## src/rtl/trap_sequencer.sv

```systemverilog
// Interrupt-entry and mret sequencer sitting between the ID stage and the machine CSR file.
// Optional vectored handler dispatch is enabled by defining TRAP_VECTORED_EN.
module trap_sequencer #(
  parameter int DRAIN_MAX = 64
) (
  input  logic        clk,
  input  logic        reset,
  input  logic        mstatus_mie,
  input  logic [31:0] mie,
  input  logic [31:0] mip,
  input  logic [31:0] mtvec,
  input  logic [31:0] mepc,
  input  logic        id_valid,
  input  logic [31:0] id_pc,
  input  logic        id_mret,
  input  logic        fpu_busy,
  output logic        hold_fetch,
  output logic        flush,
  output logic        trap_set,
  output logic [31:0] trap_cause,
  output logic [31:0] trap_pc,
  output logic        intr_ack,
  output logic        mret,
  output logic        pc_redirect,
  output logic [31:0] pc_target,
  output logic        drain_err
);

  localparam int          CNT_W     = $clog2(DRAIN_MAX + 1);
  localparam logic [31:0] CAUSE_MEI = 32'h8000_000B;
  localparam logic [31:0] CAUSE_MSI = 32'h8000_0003;
  localparam logic [31:0] CAUSE_MTI = 32'h8000_0007;

  typedef enum logic [2:0] {
    S_IDLE,
    S_DRAIN,
    S_TRAP,
    S_REDIRECT,
    S_MRET
  } state_t;

  state_t             state_q, state_d;
  logic [31:0]        cause_q, cause_d;
  logic [31:0]        epc_q, epc_d;
  logic [CNT_W-1:0]   cnt_q, cnt_d;
  logic               hold_q, hold_d;
  logic               flush_q, flush_d;
  logic               trap_set_q, trap_set_d;
  logic [31:0]        trap_cause_q, trap_cause_d;
  logic [31:0]        trap_pc_q, trap_pc_d;
  logic               intr_ack_q, intr_ack_d;
  logic               mret_q, mret_d;
  logic               pc_redirect_q, pc_redirect_d;
  logic [31:0]        pc_target_q, pc_target_d;
  logic               drain_err_q, drain_err_d;

  logic [31:0] irq;
  logic        pend;
  logic [31:0] pend_cause;
  logic [31:0] handler;
  logic [31:0] tvec_base;

  assign irq        = mie & mip & 32'h0000_0888;
  assign pend       = mstatus_mie & (|irq);
  assign pend_cause = irq[11] ? CAUSE_MEI : (irq[3] ? CAUSE_MSI : CAUSE_MTI);
  assign tvec_base  = {mtvec[31:2], 2'b00};

`ifdef TRAP_VECTORED_EN
  // Vectored mode spaces handlers one word apart, indexed by the cause number.
  assign handler = (mtvec[1:0] == 2'b01) ?
                   (tvec_base + {25'd0, cause_q[4:0], 2'b00}) : tvec_base;
`else
  logic unused_tvec_mode;
  assign unused_tvec_mode = ^mtvec[1:0];
  assign handler = tvec_base;
`endif

  always_comb begin
    state_d       = state_q;
    cause_d       = cause_q;
    epc_d         = epc_q;
    cnt_d         = '0;
    hold_d        = 1'b0;
    flush_d       = 1'b0;
    trap_set_d    = 1'b0;
    trap_cause_d  = 32'd0;
    trap_pc_d     = 32'd0;
    intr_ack_d    = 1'b0;
    mret_d        = 1'b0;
    pc_redirect_d = 1'b0;
    pc_target_d   = 32'd0;
    drain_err_d   = drain_err_q;

    unique case (state_q)
      S_IDLE: begin
        // A pending interrupt wins over an mret at the same boundary; the mret re-executes on return.
        if (pend && id_valid) begin
          cause_d = pend_cause;
          epc_d   = id_pc;
          hold_d  = 1'b1;
          state_d = S_DRAIN;
        end else if (id_mret && id_valid) begin
          mret_d        = 1'b1;
          pc_redirect_d = 1'b1;
          pc_target_d   = mepc;
          flush_d       = 1'b1;
          state_d       = S_MRET;
        end
      end
      S_DRAIN: begin
        hold_d = 1'b1;
        if (fpu_busy) begin
          cnt_d = (int'(cnt_q) >= DRAIN_MAX) ? cnt_q : cnt_q + 1'b1;
          if (int'(cnt_q) + 1 >= DRAIN_MAX) begin
            drain_err_d = 1'b1;
          end
        end else begin
          trap_set_d   = 1'b1;
          trap_cause_d = cause_q;
          trap_pc_d    = epc_q;
          intr_ack_d   = (cause_q == CAUSE_MEI);
          flush_d      = 1'b1;
          state_d      = S_TRAP;
        end
      end
      S_TRAP: begin
        hold_d        = 1'b1;
        pc_redirect_d = 1'b1;
        pc_target_d   = handler;
        flush_d       = 1'b1;
        state_d       = S_REDIRECT;
      end
      S_REDIRECT: state_d = S_IDLE;
      S_MRET:     state_d = S_IDLE;
      default:    state_d = S_IDLE;
    endcase
  end

  // Every strobe is registered alongside the state it belongs to.
  always_ff @(posedge clk or negedge reset) begin
    if (!reset) begin
      state_q       <= S_IDLE;
      cause_q       <= 32'd0;
      epc_q         <= 32'd0;
      cnt_q         <= '0;
      hold_q        <= 1'b0;
      flush_q       <= 1'b0;
      trap_set_q    <= 1'b0;
      trap_cause_q  <= 32'd0;
      trap_pc_q     <= 32'd0;
      intr_ack_q    <= 1'b0;
      mret_q        <= 1'b0;
      pc_redirect_q <= 1'b0;
      pc_target_q   <= 32'd0;
      drain_err_q   <= 1'b0;
    end else begin
      state_q       <= state_d;
      cause_q       <= cause_d;
      epc_q         <= epc_d;
      cnt_q         <= cnt_d;
      hold_q        <= hold_d;
      flush_q       <= flush_d;
      trap_set_q    <= trap_set_d;
      trap_cause_q  <= trap_cause_d;
      trap_pc_q     <= trap_pc_d;
      intr_ack_q    <= intr_ack_d;
      mret_q        <= mret_d;
      pc_redirect_q <= pc_redirect_d;
      pc_target_q   <= pc_target_d;
      drain_err_q   <= drain_err_d;
    end
  end

  // The boundary cycle itself must already stall fetch, before DRAIN is registered.
  assign hold_fetch  = hold_q | ((state_q == S_IDLE) & pend & id_valid);
  assign flush       = flush_q;
  assign trap_set    = trap_set_q;
  assign trap_cause  = trap_cause_q;
  assign trap_pc     = trap_pc_q;
  assign intr_ack    = intr_ack_q;
  assign mret        = mret_q;
  assign pc_redirect = pc_redirect_q;
  assign pc_target   = pc_target_q;
  assign drain_err   = drain_err_q;

endmodule

```

## config.mk

```make
export PLATFORM = sky130hd
export DESIGN_NAME = trap_sequencer
export DESIGN_NICKNAME = d
export VERILOG_FILES = /design/src/rtl/trap_sequencer.sv
export SDC_FILE = /design/constraint.sdc
export NUM_CORES = 1
export LEC_CHECK = 0
export ABC_AREA = 1
export CAP_MARGIN = 5
export CORE_MARGIN = 2
export CORE_UTILIZATION = 44
export CTS_BUF_LIST = sky130_fd_sc_hd__clkbuf_2
export DETAILED_ROUTE_END_ITERATION = 12
export PLACE_DENSITY = 0.85
export SLEW_MARGIN = 30
export SYNTH_ARGS = -nofsm -noshare
export SYNTH_HDL_FRONTEND = slang
export SYNTH_SLANG_ARGS = --single-unit
```

## constraint.sdc

```tcl
create_clock -name clk -period 3.3 [get_ports clk]
set_input_delay 0.33 -clock clk [delete_from_list [all_inputs] [get_ports clk]]
set_output_delay 0.33 -clock clk [all_outputs]
set_load 0.02 [all_outputs]
```

==> results.md, run 1 <==
- Period utilisation layout: 74.8%
- Total global routing overflow: 0
- Least-Margin Pin Slew: 934 ps
- Number of cells after detailed placement: 854
- Filler cell count: 917
- RSZ-0062 raised after global routing: no
- Internal power: 3.00 mW
- Pre-CTS setup slack: 793 ps
- Peak VDD IR: 0.449 mV
- Die Y: 111 um
- Global-route usage over all layers: 20.3%
- Drt total wl: 12300 um
- Seq pwr share: 42.5%
- R2R cell count: 5
- CTS tree: done
- Starting Density: 44.7%
- R2R Path End: flush
- Synth warnings: 0
- Worst min-delay path category: in -> reg
- Port Buffers: 181
- F_max: 405 MHz
- Max FO, Critical Path: 36
- Hold_sp: mepc[1]
- Residual DRC count: 0
- Worst Path Arrival: 2140 ps
- DR vias: 4318
- Fin. max-slew vios: 0
- CTS max path bufs: 2
- CTS clk-pin slew, worst paths: 170 ps
- Endpoints failing setup: 0
- Post-synthesis mux area share: 0%
- Area of the core: 11300 um2
- Initial drt markers: 236
- Final Hold Fails: 0
- Hold depth: 3
- Root Buffer: clkbuf_2
- Die X: 111 um
- Synth Area in Adders: 0.495%
- Pwr per Cell Area: 668 nW/um2
- Die area: 12400 um2
- Syn avg cell area: 9.05 um2
- Clk_lat worst skew: 680 ps
- RR Startpoint: state_q[0]
- Remaining antenna violation count: 0
- Synth-to-Final Area Change: 40.7%
- Count of non-filler cells in the finished layout: 888
- Synth Instances: 559
- Seq cells post-synth: 119
- RePlAce Congestion: 0.761
- Mapped Area: 5060 um2
- CP endpoint kind: primary output
- Reg2reg setup slack: 1560 ps
- H-tree depth: 4
- WP data required: 2970 ps
- Post-CTS sizing: 0
- Clock skew: 22.3 ps
- PnR worst setup slack: 830 ps
- First-pass GRT wire length: 20000 um
- Crit path time final: 2470 ps
- CP Launch Type: input port
- IO Count: 269
- Nets: 899
- Sw frac: 37.0%
- Vias per cell: 4.86
- Clock sinks: 119
- Largest net degree at the start of global routing: 66
- Leakage: 3.47 nW
- Slew HR: 37.7%
- Complex-gate fraction of the synthesized area: 0.0989%
- NetSw: 1.76 mW
- Post-synthesis xor/xnor area fraction: 0.173%
- Setup CP Type: in -> out
- Max-cap violation count: 0
- Antenna violations before repair: 1
- Rows: 39
- Post-synthesis simple-gate area fraction: 30.8%
- Status: completed
- Count of different cell masters after synthesis: 22
- 1st-pass router iterations: 4
- Hpwl dp: 8770 um
- Hold Path Sink: pc_target[1]
- Avg WL per Cell: 13.8 um
- Combinational family with the most area after synthesis: simple AND/OR/NAND/NOR gates
- Post-CTS setup buffers: 0
- Num CTS Buffers: 17
- Vias in the first global route: 4301
- Combinational Power Share: 34.6%
- Clock network power share: 22.9%
- Setup TNS: 0 ps
- Share of cells above drive strength 1: 5.78%
- Seq/Total Area, Yosys: 58.9%
cell usage after synthesis:
library cell  instances  area share, %
nand2_4               1           0.22
conb_1                1          0.074
clkbuf_1             15            1.1
nor3_1                2           0.20
inv_1                21            1.6
nand3b_1             30            4.5
buf_6                 4           0.89
nor3_2                2           0.40
nor2_1               51            3.8
nand4_1              36            4.5
a21oi_1               1          0.099
clkinv_1              1          0.074
dfrtp_1             119             59
nand3_2               1           0.20
inv_2                 1          0.074
buf_2                11            1.1
ha_1                  2           0.49
nor4_1                1           0.12
buf_4                32            4.7
nand3_1               7           0.69
xnor2_1               1           0.17
nand2_1             219             16
how the worst max path moves through the flow:
| stage | startpoint | to | slack (ps) |
|---|---|---|---|
| floorplan | state_q[1] | hold_fetch | 1820 |
| global placement | mie[11] | hold_fetch | 800 |
| detailed placement | mie[11] | hold_fetch | 790 |
| CTS | state_q[1] | hold_fetch | 770 |
| global route | mip[11] | hold_fetch | 650 |
| finish | mip[11] | hold_fetch | 830 |
logic make-up (layout without fill, tap and decap cells):
family | Yosys count | after routing
other | 1 | 28
buffers and inverters | 85 | 244
adders and majority gates | 2 | 2
and+or+nand+nor | 350 | 350
AOI/OAI and AO/OA | 1 | 1
DFF | 119 | 119
xor gates and xnor gates | 1 | 1
cell type report:
cell class | instances | area, um2 | area share, %
inverters | 23 | 86.3 | 1.21
well taps | 143 | 179 | 2.51
diodes | 1 | 2.50 | 0.0352
repair buffers | 189 | 1880 | 26.5
multi-input cells | 381 | 1700 | 23.9
clock buffers | 17 | 85.1 | 1.20
flip-flops and latches | 119 | 2980 | 41.8
clock inverters | 15 | 200 | 2.81
layout by cell type (no fill, tap or decap), types with 2 or more instances in the layout:
cell type / n
inv_1: 21
inv_6: 4
nand2_1: 219
nor3_1: 2
nand4_1: 36
clkbuf_2: 17
clkinvlp_4: 2
bufinv_16: 4
nor2_1: 51
dfrtp_1: 119
ha_1: 2
clkinv_1: 3
clkinv_4: 2
nand3_1: 7
conb_1: 27
buf_4: 7
clkdlybuf4s50_1: 180
nand3b_1: 30
sequential cells by signal, summed over array words and instances, names as in the netlist, 3 cells and up:
name        cells
epc_q          32
pc_target      32
trap_pc        32
cnt_q           7
cause_q         3
state_q         3
trap_cause      3
critical path, cell delays in order:
cell             delay [ps]
clkdlybuf4s50_1         460
nand2_1                  60
nand2_1                  60
inv_1                    70
nand2_4                 290
nand3_1                 150
nand2_1                  90
clkdlybuf4s50_1         620
power by group through the flow:
| stage | clock network [mW] | registers, mW | logic, mW |
|---|---|---|---|
| 6_report | 1.09 | 2.02 | 1.64 |
| 5_1_grt | 1.17 | 2.06 | 1.80 |
| 4_1_cts | 1.11 | 2.02 | 1.66 |
| 3_5_place_dp | 0 | 2.06 | 1.64 |
| 3_3_place_gp | 0 | 2.04 | 1.60 |
| 2_1_floorplan | 0 | 2.23 | 0.823 |
per-stage QoR:
| stage | util, % | hold WS (ps) | power, mW | cell area [um2] |
|---|---|---|---|---|
| floorplan | - | 34.4 | 3.06 | 5160 |
| global placement | 60.2 | 416 | 3.64 | 6820 |
| detailed placement | 60.2 | 431 | 3.70 | 6820 |
| CTS | 62.9 | 107 | 4.79 | 7120 |
| global route | 62.9 | 118 | 5.04 | 7120 |
| finish | 62.9 | 159 | 4.76 | 7120 |
per-layer routing:
metal / part of all wire [%] / wire (um) / vias up / global-route usage [%]
met1: 39 / 4740 / 2030 / 23.2
met4: 3.4 / 422 / 0 / 10.0
li1: - / - / 2053 / -
met5: 0 / 0 / - / 0
met2: 50 / 6120 / 202 / 34.8
met3: 8.2 / 1010 / 33 / 6.12
repair_timing:
item | CTS | global route
hold buffers | 1 | 0
setup endpoints to repair | 0 | 0
hold endpoints to repair | 55 | 0
Note: power is estimated with default switching activity, not from simulation.
==> run 2, diff against run 1 <==
--- a/config.mk
+++ b/config.mk
@@ -8,10 +8,10 @@
 export ABC_AREA = 1
 export CAP_MARGIN = 5
 export CORE_MARGIN = 2
-export CORE_UTILIZATION = 44
+export CORE_UTILIZATION = 37
 export CTS_BUF_LIST = sky130_fd_sc_hd__clkbuf_2
 export DETAILED_ROUTE_END_ITERATION = 12
-export PLACE_DENSITY = 0.85
+export PLACE_DENSITY = 0.75
 export SLEW_MARGIN = 30
 export SYNTH_ARGS = -nofsm -noshare
 export SYNTH_HDL_FRONTEND = slang
==> constraint.sdc (replaced) <==
create_clock -name clk -period 2.1 [get_ports clk]
set_input_delay 0.21 -clock clk [delete_from_list [all_inputs] [get_ports clk]]
set_output_delay 0.21 -clock clk [all_outputs]
set_load 0.02 [all_outputs]
==> run 2 against run 1 <==
Clock power up 55%. Global-route usage shrank 2.0 points. Wire length rose by 6.6%. Clock-buffer cell count unchanged. Cell count increased by 8.7%. Setup slack worse by 650 ps. Via count is 4.4% higher. Utilization fell by 5.6 points.
==> results.md, run 2 (same netlist as run 1, synthesis figures left out) <==
- Max FO, Critical Path: 3
- DP Area: 6940 um2
- CP endpoint kind: primary output
- Clk_lat worst skew: 670 ps
- Max-cap violation count: 0
- Rows: 42
- Vias in the first global route: 4331
- Largest delay share family, worst path: buffers and inverters
- Tot Pwr: 7.57 mW
- Pwr per Cell Area: 994 nW/um2
- First-pass GRT wire length: 20800 um
- Drt total wl: 13100 um
- Sequential cell area: 2980 um2
- Worst path cell trace: clkdlybuf4s50_1
- Initial drt markers: 317
- Endpoints failing setup: 0
- Antenna violations before repair: 1
- Hold_sp: mtvec[15]
- Area of the multi-input gates: 1700 um2
- Share of cells above drive strength 1: 6.60%
- Peak VDD IR: 0.526 mV
- Port Buffers: 181
- Avg WL per Cell: 13.6 um
- Worst path slowest cell: clkdlybuf4s50_1
- CP Launch Type: register
- Status: completed
- Worst Path Arrival: 1710 ps
- Num CTS Buffers: 17
- Residual DRC count: 0
- CTS clk-pin slew, worst paths: 170 ps
- Setup CP Type: reg -> out
- Most frequent cells in the layout: nand2_1 (219), clkdlybuf4s50_1 (179), dfrtp_1 (118)
- Reg2reg setup slack: 350 ps
- Filler cell count: 1101
- Area of the core: 13300 um2
- DR vias: 4510
- H-tree depth: 4
- Remaining antenna violation count: 0
- Die area: 14600 um2
- Hpwl dp: 8940 um
- Die Y: 121 um
- RePlAce Congestion: 0.805
- 1st-pass router iterations: 5
- WP data required: 1890 ps
- Leakage: 3.68 nW
- Synth-to-Final Area Change: 50.6%
- Total global routing overflow: 0
- Slew HR: 46.9%
- Clock sinks: 119
- Global-route usage over all layers: 18.3%
- Period utilisation layout: 91.5%
- Worst min-delay path category: in -> reg
- R2R Path End: pc_target[0]
- IO Count: 269
- F_max: 520 MHz
- RSZ-0062 raised after global routing: no
- Die X: 121 um
- Clock skew: 21.5 ps
- Largest net degree at the start of global routing: 66
- Least-Margin Pin Slew: 793 ps
- Hold depth: 3
- CTS tree: done
- CP bufs+invs: 1
- RR Startpoint: state_q[1]
- Crit path largest cell delay: 620 ps
- Vias per cell: 4.67
- Design area: 7620 um2
- Root Buffer: clkbuf_2
- Final Hold Fails: 0
- Setup TNS: 0 ps
- Starting Density: 38.1%
- Crit path time final: 1920 ps
- CTS max path bufs: 2
- Fin. max-slew vios: 0
- Hold Path Sink: pc_target[15]
- Nets: 943
- R2R cell count: 4
- Commonest non-fill, non-tap cell in the layout: nand2_1
==> run 2: routing by layer <==
layer	routed length [um]	up-vias	track usage, %
met5	0	-	0
met4	300	0	7.85
met3	1040	23	6.67
met2	6600	207	31.4
met1	5160	2146	20.4
li1	-	2134	-
==> run 2: area by class of cell <==
| class | count | share of cell area (%) |
|---|---|---|
| well taps | 176 | 2.89 |
| diodes | 1 | 0.0328 |
| clock buffers | 17 | 1.12 |
| inverters | 23 | 1.13 |
| flip-flops and latches | 119 | 39.1 |
| repair buffers | 233 | 30.7 |
| multi-input cells | 381 | 22.3 |
| clock inverters | 15 | 2.64 |
==> run 2: power breakdown <==
group,switching (mW),internal [mW]
Combinational,1.60,1.11
Sequential,0.278,2.90
Clock,0.899,0.790
==> run 2: timing repair <==
item | in CTS | in global routing
setup buffers | 0 | 1
hold endpoints to repair | 140 | 27
setup endpoints to repair | 1 | 1
resized for setup | 3 | 2
pin swaps | 0 | 1
hold buffers | 23 | 16
==> run 2: stage by stage <==
step / instances / hold WS, ps / setup WS [ps] / util (%)
3_3_place_gp: 892 / 118 / 78.9 / 52.2
4_1_cts: 947 / 0.953 / 19.9 / 56.1
5_1_grt: 965 / 4.06 / 4.22 / 57.3
6_report: 965 / 87.4 / 178 / 57.3
2_1_floorplan: 585 / -85.6 / 743 / -
3_5_place_dp: 892 / 117 / 71.6 / 52.2
==> run 2: worst max-delay path by stage <==
stage	startpoint	endpoint	slack (ps)	cells after the start
detailed placement	mie[11]	pc_target[0]	70	10
floorplan	state_q[1]	hold_fetch	740	5
global route	state_q[1]	hold_fetch	4	4
global placement	mie[11]	pc_target[0]	80	10
finish	trap_cause[1]	trap_cause[1]	180	1
CTS	state_q[1]	hold_fetch	20	4
==> run 2: tightest hold or removal path, stage by stage <==
cell and delay (ps):
clkdlybuf4s50_1 390, nand2_1 70, nand2_1 50
==> run 3, diff against run 2 <==
--- a/config.mk
+++ b/config.mk
@@ -12,6 +12,7 @@
 export CTS_BUF_LIST = sky130_fd_sc_hd__clkbuf_2
 export DETAILED_ROUTE_END_ITERATION = 12
 export PLACE_DENSITY = 0.75
+export SKIP_LAST_GASP = 1
 export SLEW_MARGIN = 30
 export SYNTH_ARGS = -nofsm -noshare
 export SYNTH_HDL_FRONTEND = slang
==> results of run 3 <==
Final layout, timing and power as in run 2 (identical DEF).
